--- src/rtl/tlul_mem_responder.sv ---
// TL-UL device adapter for a simple single-port memory.
// Checks each A beat, issues a memory request for legal ones, and returns
// D responses in A-acceptance order. Illegal requests are answered without
// touching memory, but they still wait behind earlier memory responses.

package tlul_pkg;

   localparam logic [2:0] PutFullData    = 3'h0;
   localparam logic [2:0] PutPartialData = 3'h1;
   localparam logic [2:0] Get            = 3'h4;
   localparam logic [2:0] AccessAck      = 3'h0;
   localparam logic [2:0] AccessAckData  = 3'h1;

   typedef struct packed {
      logic [6:0] cmd_intg;
      logic [6:0] data_intg;
   } tl_a_user_t;

   typedef struct packed {
      logic [6:0] rsp_intg;
      logic [6:0] data_intg;
   } tl_d_user_t;

   localparam tl_a_user_t TL_A_USER_DEFAULT = '{cmd_intg: '0, data_intg: '0};
   localparam tl_d_user_t TL_D_USER_DEFAULT = '{rsp_intg: '0, data_intg: '0};

   typedef struct packed {
      logic         a_valid;
      logic [2:0]   a_opcode;
      logic [2:0]   a_param;
      logic [1:0]   a_size;
      logic [7:0]   a_source;
      logic [31:0]  a_address;
      logic [3:0]   a_mask;
      logic [31:0]  a_data;
      tl_a_user_t   a_user;
      logic         d_ready;
   } tl_h2d_t;

   typedef struct packed {
      logic         d_valid;
      logic [2:0]   d_opcode;
      logic [2:0]   d_param;
      logic [1:0]   d_size;
      logic [7:0]   d_source;
      logic [0:0]   d_sink;
      logic [31:0]  d_data;
      tl_d_user_t   d_user;
      logic         d_error;
      logic         a_ready;
   } tl_d2h_t;

endpackage

module tlul_mem_responder #(
   parameter int unsigned AW          = 14,
   parameter int unsigned Outstanding = 2
) (
   input  logic              clk_i,
   input  logic              rst_ni,
   input  tlul_pkg::tl_h2d_t tl_i,
   output tlul_pkg::tl_d2h_t tl_o,
   output logic              req_o,
   output logic              we_o,
   output logic [AW-1:0]     addr_o,
   output logic [31:0]       wdata_o,
   output logic [3:0]        be_o,
   input  logic              gnt_i,
   input  logic              rvalid_i,
   input  logic [31:0]       rdata_i,
   input  logic              rerror_i
);
   import tlul_pkg::*;

   localparam int unsigned PW = (Outstanding > 1) ? $clog2(Outstanding) : 1;
   localparam int unsigned CW = $clog2(Outstanding + 1);

   typedef struct packed {
      logic [2:0] op;
      logic [1:0] size;
      logic [7:0] source;
      logic       err;
      logic       bypass;
   } trk_t;

   typedef struct packed {
      logic [31:0] data;
      logic        error;
   } rsp_t;

   trk_t          trk_mem [Outstanding];
   logic [PW-1:0] trk_wptr, trk_rptr;
   logic [CW-1:0] trk_cnt;

   rsp_t          buf_mem [Outstanding];
   logic [PW-1:0] buf_wptr, buf_rptr;
   logic [CW-1:0] buf_cnt;

   // granted memory requests still waiting for their rvalid_i
   logic [CW-1:0] mem_pend;
   logic          proto_err;

   logic [3:0]    lane;
   logic          a_err, slot_free, a_ready, a_acc, mem_acc;
   logic          d_valid, d_acc, buf_push, buf_pop;
   trk_t          head, entry;
   rsp_t          rhead;

   logic          unused_a;
   assign unused_a = ^{tl_i.a_param, tl_i.a_user};

   function automatic logic [PW-1:0] ptr_inc(input logic [PW-1:0] p);
      return (32'(p) == Outstanding - 1) ? '0 : p + 1'b1;
   endfunction

   // request legality: opcode, size, alignment, lane mask and address range
   always_comb begin
      case (tl_i.a_size)
         2'd0:    lane = 4'b0001 << tl_i.a_address[1:0];
         2'd1:    lane = tl_i.a_address[1] ? 4'b1100 : 4'b0011;
         default: lane = 4'b1111;
      endcase
      a_err = 1'b0;
      if (!(tl_i.a_opcode inside {Get, PutFullData, PutPartialData})) a_err = 1'b1;
      if (tl_i.a_size == 2'd3) a_err = 1'b1;
      if (tl_i.a_size == 2'd1 && tl_i.a_address[0]) a_err = 1'b1;
      if (tl_i.a_size == 2'd2 && (|tl_i.a_address[1:0])) a_err = 1'b1;
      if (|(tl_i.a_mask & ~lane)) a_err = 1'b1;
      if (tl_i.a_opcode == PutFullData && tl_i.a_mask != lane) a_err = 1'b1;
      if (|tl_i.a_address[31:AW+2]) a_err = 1'b1;
   end

   assign slot_free = 32'(trk_cnt) < Outstanding;
   assign req_o     = tl_i.a_valid & ~a_err & slot_free;
   assign we_o      = (tl_i.a_opcode == PutFullData) | (tl_i.a_opcode == PutPartialData);
   assign addr_o    = tl_i.a_address[AW+1:2];
   assign wdata_o   = tl_i.a_data;
   assign be_o      = tl_i.a_mask;
   assign a_ready   = slot_free & (a_err | gnt_i);
   assign a_acc     = tl_i.a_valid & a_ready;
   assign mem_acc   = req_o & gnt_i;

   assign head      = trk_mem[trk_rptr];
   assign rhead     = buf_mem[buf_rptr];
   assign d_valid   = (trk_cnt != '0) & (head.bypass | (buf_cnt != '0));
   assign d_acc     = d_valid & tl_i.d_ready;
   assign buf_push  = rvalid_i & (mem_pend != '0);
   assign buf_pop   = d_acc & ~head.bypass;

   // tracking entry built from the current A beat
   always_comb begin
      entry        = '0;
      entry.op     = (tl_i.a_opcode == Get) ? AccessAckData : AccessAck;
      entry.size   = tl_i.a_size;
      entry.source = tl_i.a_source;
      entry.err    = a_err;
      entry.bypass = a_err;
   end

   // D channel driven purely from the FIFO heads, so it holds while stalled
   always_comb begin
      tl_o          = '0;
      tl_o.a_ready  = a_ready;
      tl_o.d_valid  = d_valid;
      tl_o.d_opcode = head.op;
      tl_o.d_param  = '0;
      tl_o.d_size   = head.size;
      tl_o.d_source = head.source;
      tl_o.d_sink   = '0;
      tl_o.d_user   = TL_D_USER_DEFAULT;
      tl_o.d_error  = head.err | (~head.bypass & rhead.error);
      if (head.op == AccessAckData) begin
         tl_o.d_data = head.err ? '1 : rhead.data;
      end else begin
         tl_o.d_data = '0;
      end
   end

   // storage arrays, written only at in-range pointer positions
   always_ff @(posedge clk_i) begin
      if (a_acc)    trk_mem[trk_wptr] <= entry;
      if (buf_push) buf_mem[buf_wptr] <= '{data: rdata_i, error: rerror_i};
   end

   // pointers, occupancy counters and protocol sticky flag
   always_ff @(posedge clk_i) begin
      if (!rst_ni) begin
         trk_wptr  <= '0;
         trk_rptr  <= '0;
         trk_cnt   <= '0;
         buf_wptr  <= '0;
         buf_rptr  <= '0;
         buf_cnt   <= '0;
         mem_pend  <= '0;
         proto_err <= 1'b0;
      end else begin
         if (a_acc)    trk_wptr <= ptr_inc(trk_wptr);
         if (d_acc)    trk_rptr <= ptr_inc(trk_rptr);
         if (buf_push) buf_wptr <= ptr_inc(buf_wptr);
         if (buf_pop)  buf_rptr <= ptr_inc(buf_rptr);
         trk_cnt   <= trk_cnt + CW'(a_acc) - CW'(d_acc);
         buf_cnt   <= buf_cnt + CW'(buf_push) - CW'(buf_pop);
         mem_pend  <= mem_pend + CW'(mem_acc) - CW'(buf_push);
         proto_err <= proto_err | (rvalid_i & (mem_pend == '0));
      end
   end

   // once raised, the protocol flag stays up until reset
   assert property (@(posedge clk_i)
      (rst_ni && $past(rst_ni) && $past(proto_err)) |-> proto_err);

endmodule

--- config.mk ---
export PLATFORM = sky130hd
export DESIGN_NAME = tlul_mem_responder
export DESIGN_NICKNAME = d
export VERILOG_FILES = /design/src/rtl/tlul_mem_responder.sv
export SDC_FILE = /design/constraint.sdc
export NUM_CORES = 1
export LEC_CHECK = 0
export CAP_MARGIN = 25
export CORE_MARGIN = 5
export CORE_UTILIZATION = 34
export DETAILED_ROUTE_END_ITERATION = 12
export PLACE_DENSITY = 0.71
export SYNTH_ARGS = -nofsm -noshare
export SYNTH_HDL_FRONTEND = slang
export SYNTH_SLANG_ARGS = --single-unit
--- constraint.sdc ---
create_clock -name clk_i -period 6.1 [get_ports clk_i]
set_clock_uncertainty 0.1 [all_clocks]
set_input_delay 1.22 -clock clk_i [delete_from_list [all_inputs] [get_ports clk_i]]
set_output_delay 1.22 -clock clk_i [all_outputs]
set_load 0.02 [all_outputs]
## Word-level counts from Yosys, hierarchy flattened

Memories as Yosys holds them, arrays and structs flattened. A register that Yosys moved wholly into a read port is not among the register bits.
Cells that the tools add are included.

- RAM bits: 92
- Memories kept: 2
- Register bits after elaboration: 10

Memories:

| memory | depth | bits a word | read ports | clocked after Yosys merged registers in | wr ports | RTL line | text |
|---|---|---|---|---|---|---|---|
| buf_mem | 2 | 33 | 1 | 1 | 1 | 95 | `rsp_t buf_mem [Outstanding];` |
| trk_mem | 2 | 13 | 1 | 1 | 1 | 91 | `trk_t trk_mem [Outstanding];` |

- Order comparisons: 1
- Muxes and demuxes: 24
- $add $sub $neg: 10
- Equal/unequal tests: 7
- Shift-type cells: 1
- Bitwise operators: 18
- Reduce and logical (&&, ||, !) cells: 12

Operators by type and width:

| operator | count |
|---|---|
| $mux W32 | 2 |
| $mux W1 | 20 |
| $reduce_or A16 Y1 | 1 |
| $and A1 B1 Y1 | 10 |
| $pmux W4 S2 | 1 |
| $add A2 B1 Y2 | 3 |
| $eq A3 B1 Y1 const B | 2 |
| $reduce_bool A2 Y1 | 3 |
| $sub A2 B1 Y2 | 3 |
| $add A1 B1 Y1 const B | 4 |
| $and A4 B4 Y4 | 1 |
| $eq A2 B2 Y1 const B | 2 |
| $mux W4 | 1 |
| $ne A4 B4 Y1 | 1 |
| $not A4 Y4 | 1 |
| $or A1 B1 Y1 | 4 |
| $reduce_or A4 Y1 | 1 |
| $shl A1 B2 Y4 const A | 1 |
| $eq A3 B3 Y1 const B | 1 |
| $logic_and A1 B1 Y1 | 3 |
| $logic_not A3 Y1 | 1 |
| $reduce_bool A3 Y1 | 1 |
| $eq A2 B1 Y1 const B | 1 |
| $logic_not A2 Y1 | 1 |
| 3 further kinds | 4 |

## Logic depth before layout (Yosys ltp)

Gate-level depths: netlist of the first run.

- Word-level depth: 15
- Gate-level depth with buffers: 14
- Depth with buffers taken out: 14

## Least setup slack after synthesis of the first run

No wires, ideal clock.

- Path type: in2out
- Start point: input tl_i[91] (netlist bit)
- End point: output req_o
- Arrival: 3.123 ns
- Slack: 1.657 ns
- Stages on the path: 7
- Path through: inv_1 nand2_1 a21oi_1 ha_1 or4_1 a211o_1 nor4_1

- Longest elaborated chain between the ends: 11
- Elaborated cells on any way between the ends: 21

RTL lines:

| what | RTL line | text |
|---|---|---|
| from (decl) | 61 | `input tlul_pkg::tl_h2d_t tl_i,` |
| $eq A2 B1 Y1 / $logic_not A2 Y1 (equally long branches) | 118, 126 |  |
| $pmux W4 S2 | 118 | `case (tl_i.a_size)` |
| $not A4 Y4 | 128 | `if (\|(tl_i.a_mask & ~lane)) a_err = 1'b1;` |
| $and A4 B4 Y4 | 128 |  |
| $reduce_or A4 Y1 | 128 |  |
| $mux W1 | 128 |  |
| $mux W1 (*) | 129 | `if (tl_i.a_opcode == PutFullData && tl_i.a_mask != lane) a_err = 1'b1;` |
| $mux W1 (*) | 130 | `if (\|tl_i.a_address[31:AW+2]) a_err = 1'b1;` |
| $not A1 Y1 (*) | 134 | `assign req_o = tl_i.a_valid & ~a_err & slot_free;` |
| $and A1 B1 Y1 (*) (2 in series) | 134 |  |
| to (decl) | 63 | `output logic req_o,` |

Mark *: on every way between the ends. The rest lies on a longest branch, timed or not.

==> run summary, run 1 <==
Die width: 128 microns
R2r setup slk: 3.09 ns
HP Class: flop to flop
Initial Utilization: 0.345
IO Count: 255
P per Cell Area: 328 nW/um^2
Slew HR: 0.322
Transition time at the pin with the least slew margin: 1.01 ns
Register area share after synthesis: 0.620
Worst hold path startpoint: trk_rptr
Fin. Hold Viols: 0
Resized cells post-CTS: 0
Synth warn: 0
WS Path Type: input pin to primary output
GR Util All Layers: 0.118
Register-to-Register Path Depth: 9
H-Tree Level Count: 3
Area Growth Syn to Fin: 30.0%
Row Count: 43
Final Cycle Share: 0.893
Max FO, Critical Path: 5
Dpl hpwl: 6900 microns
Vias per std cell: 4.66
First-pass GRT wire length: 15000 microns
Number of global-route vias before repair: 3000
Die area: 16400 sq um
WHS: 0.481 ns
Critical path endpoint category: primary output
Synth Register Bits: 102
Clock Root Buffer: clkbuf_16
ANT cells: 0
Startpoint types: input pin
Core region area: 13800 sq um
Clk Latency, worst-skew pair: 0.35 ns
Routed Antenna Nets: 0
CTS Hold Bufs: 0
Num Clock Sinks: 102
Die height: 128 microns
DRT Pass-1 Iters: 4
RSZ-0062 raised after global routing: false
Post-Layout Cell Count: 613
Routed wire length: 9570 microns
Buffer count from post-CTS setup fixing: 0
P_leak: 2.09 nW
CTS max path bufs: 2
Arr. time, crit path: 4.13 ns
Status: completed
Total gr overflow: 0
Final WS setup: 0.652 ns
CP Launch Point: tl_i[91]
CTS tree: done
Dpl ws: 0.682 ns
Setup Viol. Count Final: 0
Final Max Slew Viols: 0
Dpl cells: 594
Worst path required time: 4.78 ns
Post-synthesis cell area: 4750 sq um
Mean Syn Cell Area: 13.5 sq um
Max capacitance violation total: 0
DR iter-0 viols: 83
Maximum clock rate: 184 MHz
Number of distinct library cells after synthesis: 35
Layout cell share with drive strength beyond 1: 0.0947
Clock buffer count from CTS: 9
Drt drc: 0
Vias post-DR: 2854
Drt wl/cell: 15.6 microns
Largest net degree at the start of global routing: 35
Initial antenna violation count: 0
Reg-to-Reg End: buf_cnt[1]
Hold path depth: 2
Fin crit period: 5.45 ns
Number of nets in the layout: 575
Clock-pin slew on the worst setup and hold paths: 0.07 ns
Setup TNS: 0 ns
Synth Instances: 351
Placer Congestion: 0.771
Buffers on Ports: 125
Worst VDD drop: 0.137 mV
==> cells in the final DEF (no fill, tap or decap), types with 3 or more instances in the layout <==
| master | count |
|---|---|
| a21oi_1 | 36 |
| and2_1 | 10 |
| buf_16 | 3 |
| clkbuf_16 | 9 |
| clkdlybuf4s50_1 | 125 |
| conb_1 | 20 |
| dfxtp_1 | 11 |
| edfxtp_1 | 90 |
| ha_1 | 10 |
| inv_1 | 9 |
| mux2_2 | 10 |
| mux2i_1 | 33 |
| nand2_1 | 3 |
| nor2_1 | 9 |
| nor3b_1 | 3 |
| nor4_1 | 4 |
| o21ai_0 | 3 |
| xnor2_1 | 6 |
==> power by group <==
| group | switching, mW | internal [mW] |
|---|---|---|
| Clock | 0.247 | 0.277 |
| Sequential | 0.0311 | 0.810 |
| Combinational | 0.334 | 0.328 |
| Total | 0.612 | 1.42 |
==> per-stage QoR <==
step / utilization / instance area [sq um] / power [mW]
floorplan: - / 4820 / 1.23
global placement: 0.418 / 5760 / 1.50
detailed placement: 0.424 / 5840 / 1.52
CTS: 0.444 / 6110 / 2.05
global route: 0.448 / 6170 / 2.12
finish: 0.448 / 6170 / 2.03
==> worst max-delay path by stage <==
stage,end
after global routing,tl_o[0]
after CTS,tl_o[0]
after floorplan,req_o
after detailed placement,tl_o[0]
after global placement,tl_o[0]
final,tl_o[0]
==> critical path: stages <==
cell and delay (ns):
clkdlybuf4s50_1 0.52, inv_1 0.07, nand2_1 0.08, a21oi_1 0.07, ha_1 0.19, or4_1 0.53
a211o_1 0.34, nor4_2 0.46, nor2_1 0.08, clkdlybuf4s50_1 0.57
==> Yosys cell counts, drive strengths merged <==
| cell | count | area share |
|---|---|---|
| nor2 | 11 | 0.0087 |
| dfxtp | 12 | 0.051 |
| nand4 | 2 | 0.0026 |
| conb | 1 | 0.00079 |
| ha | 10 | 0.026 |
| or4 | 2 | 0.0032 |
| xnor2 | 6 | 0.011 |
| and2 | 10 | 0.013 |
| nor4b | 1 | 0.0032 |
| nor3 | 3 | 0.0032 |
| and3 | 1 | 0.0013 |
| nor3b | 4 | 0.0063 |
| buf | 76 | 0.12 |
| or2 | 1 | 0.0013 |
| a21oi | 36 | 0.038 |
| o21a | 1 | 0.0016 |
| inv | 9 | 0.0071 |
| nand2b | 1 | 0.0013 |
| clkbuf | 8 | 0.0063 |
| o21ai | 3 | 0.0032 |
| mux2 | 10 | 0.024 |
| nand2 | 3 | 0.0024 |
| or3 | 1 | 0.0016 |
| xor2 | 2 | 0.0037 |
| nand3 | 1 | 0.0011 |
| mux2i | 35 | 0.074 |
| a211o | 2 | 0.0037 |
| nor4 | 5 | 0.0079 |
| edfxtp | 90 | 0.57 |
| a221oi | 1 | 0.0018 |
| nand3b | 1 | 0.0016 |
| a211oi | 1 | 0.0016 |
| o21ba | 1 | 0.0021 |
==> cell type report <==
class,count,area (sq um)
clock buffers,9,225
fillers,1263,7600
repair buffers,131,1390
multi-input cells,175,1310
well taps,180,225
clock inverters,7,47.5
inverters,9,33.8
flip-flops and latches,102,2940
==> layer usage <==
metal / vias up / share of wire / track usage
li1: 1338 / - / -
met1: 1366 / 0.39 / 0.126
met2: 108 / 0.51 / 0.205
met3: 42 / 0.058 / 0.0333
met4: 0 / 0.037 / 0.0724
met5: - / 0 / 0
==> cell families (layout without fill, tap and decap cells) <==
| family | Yosys count | count (layout) | share of synthesized area |
|---|---|---|---|
| DFF | 102 | 102 | 0.620 |
| other | 1 | 20 | 0.000790 |
| adders and majority gates | 10 | 10 | 0.0263 |
| buffers and inverters | 93 | 156 | 0.130 |
| muxes | 45 | 45 | 0.0975 |
| and+or+nand+nor | 47 | 47 | 0.0587 |
| AOI/OAI and AO/OA | 45 | 45 | 0.0519 |
| xor gates and xnor gates | 8 | 8 | 0.0148 |
==> flip-flops by register name, indices dropped and copies added (netlist names), named ones only <==
name and flops:
buf_mem 66, trk_mem 24, buf_cnt 2, mem_pend 2, trk_cnt 2, buf_rptr 1, buf_wptr 1, trk_rptr 1
trk_wptr 1
No activity file was read; power rests on OpenSTA's default activity.
==> inputs of run 2 (changes only) <==
- CTS_CLUSTER_SIZE: default -> 28
==> results of run 2 <==
Final layout, timing and power as in run 1 (identical DEF).
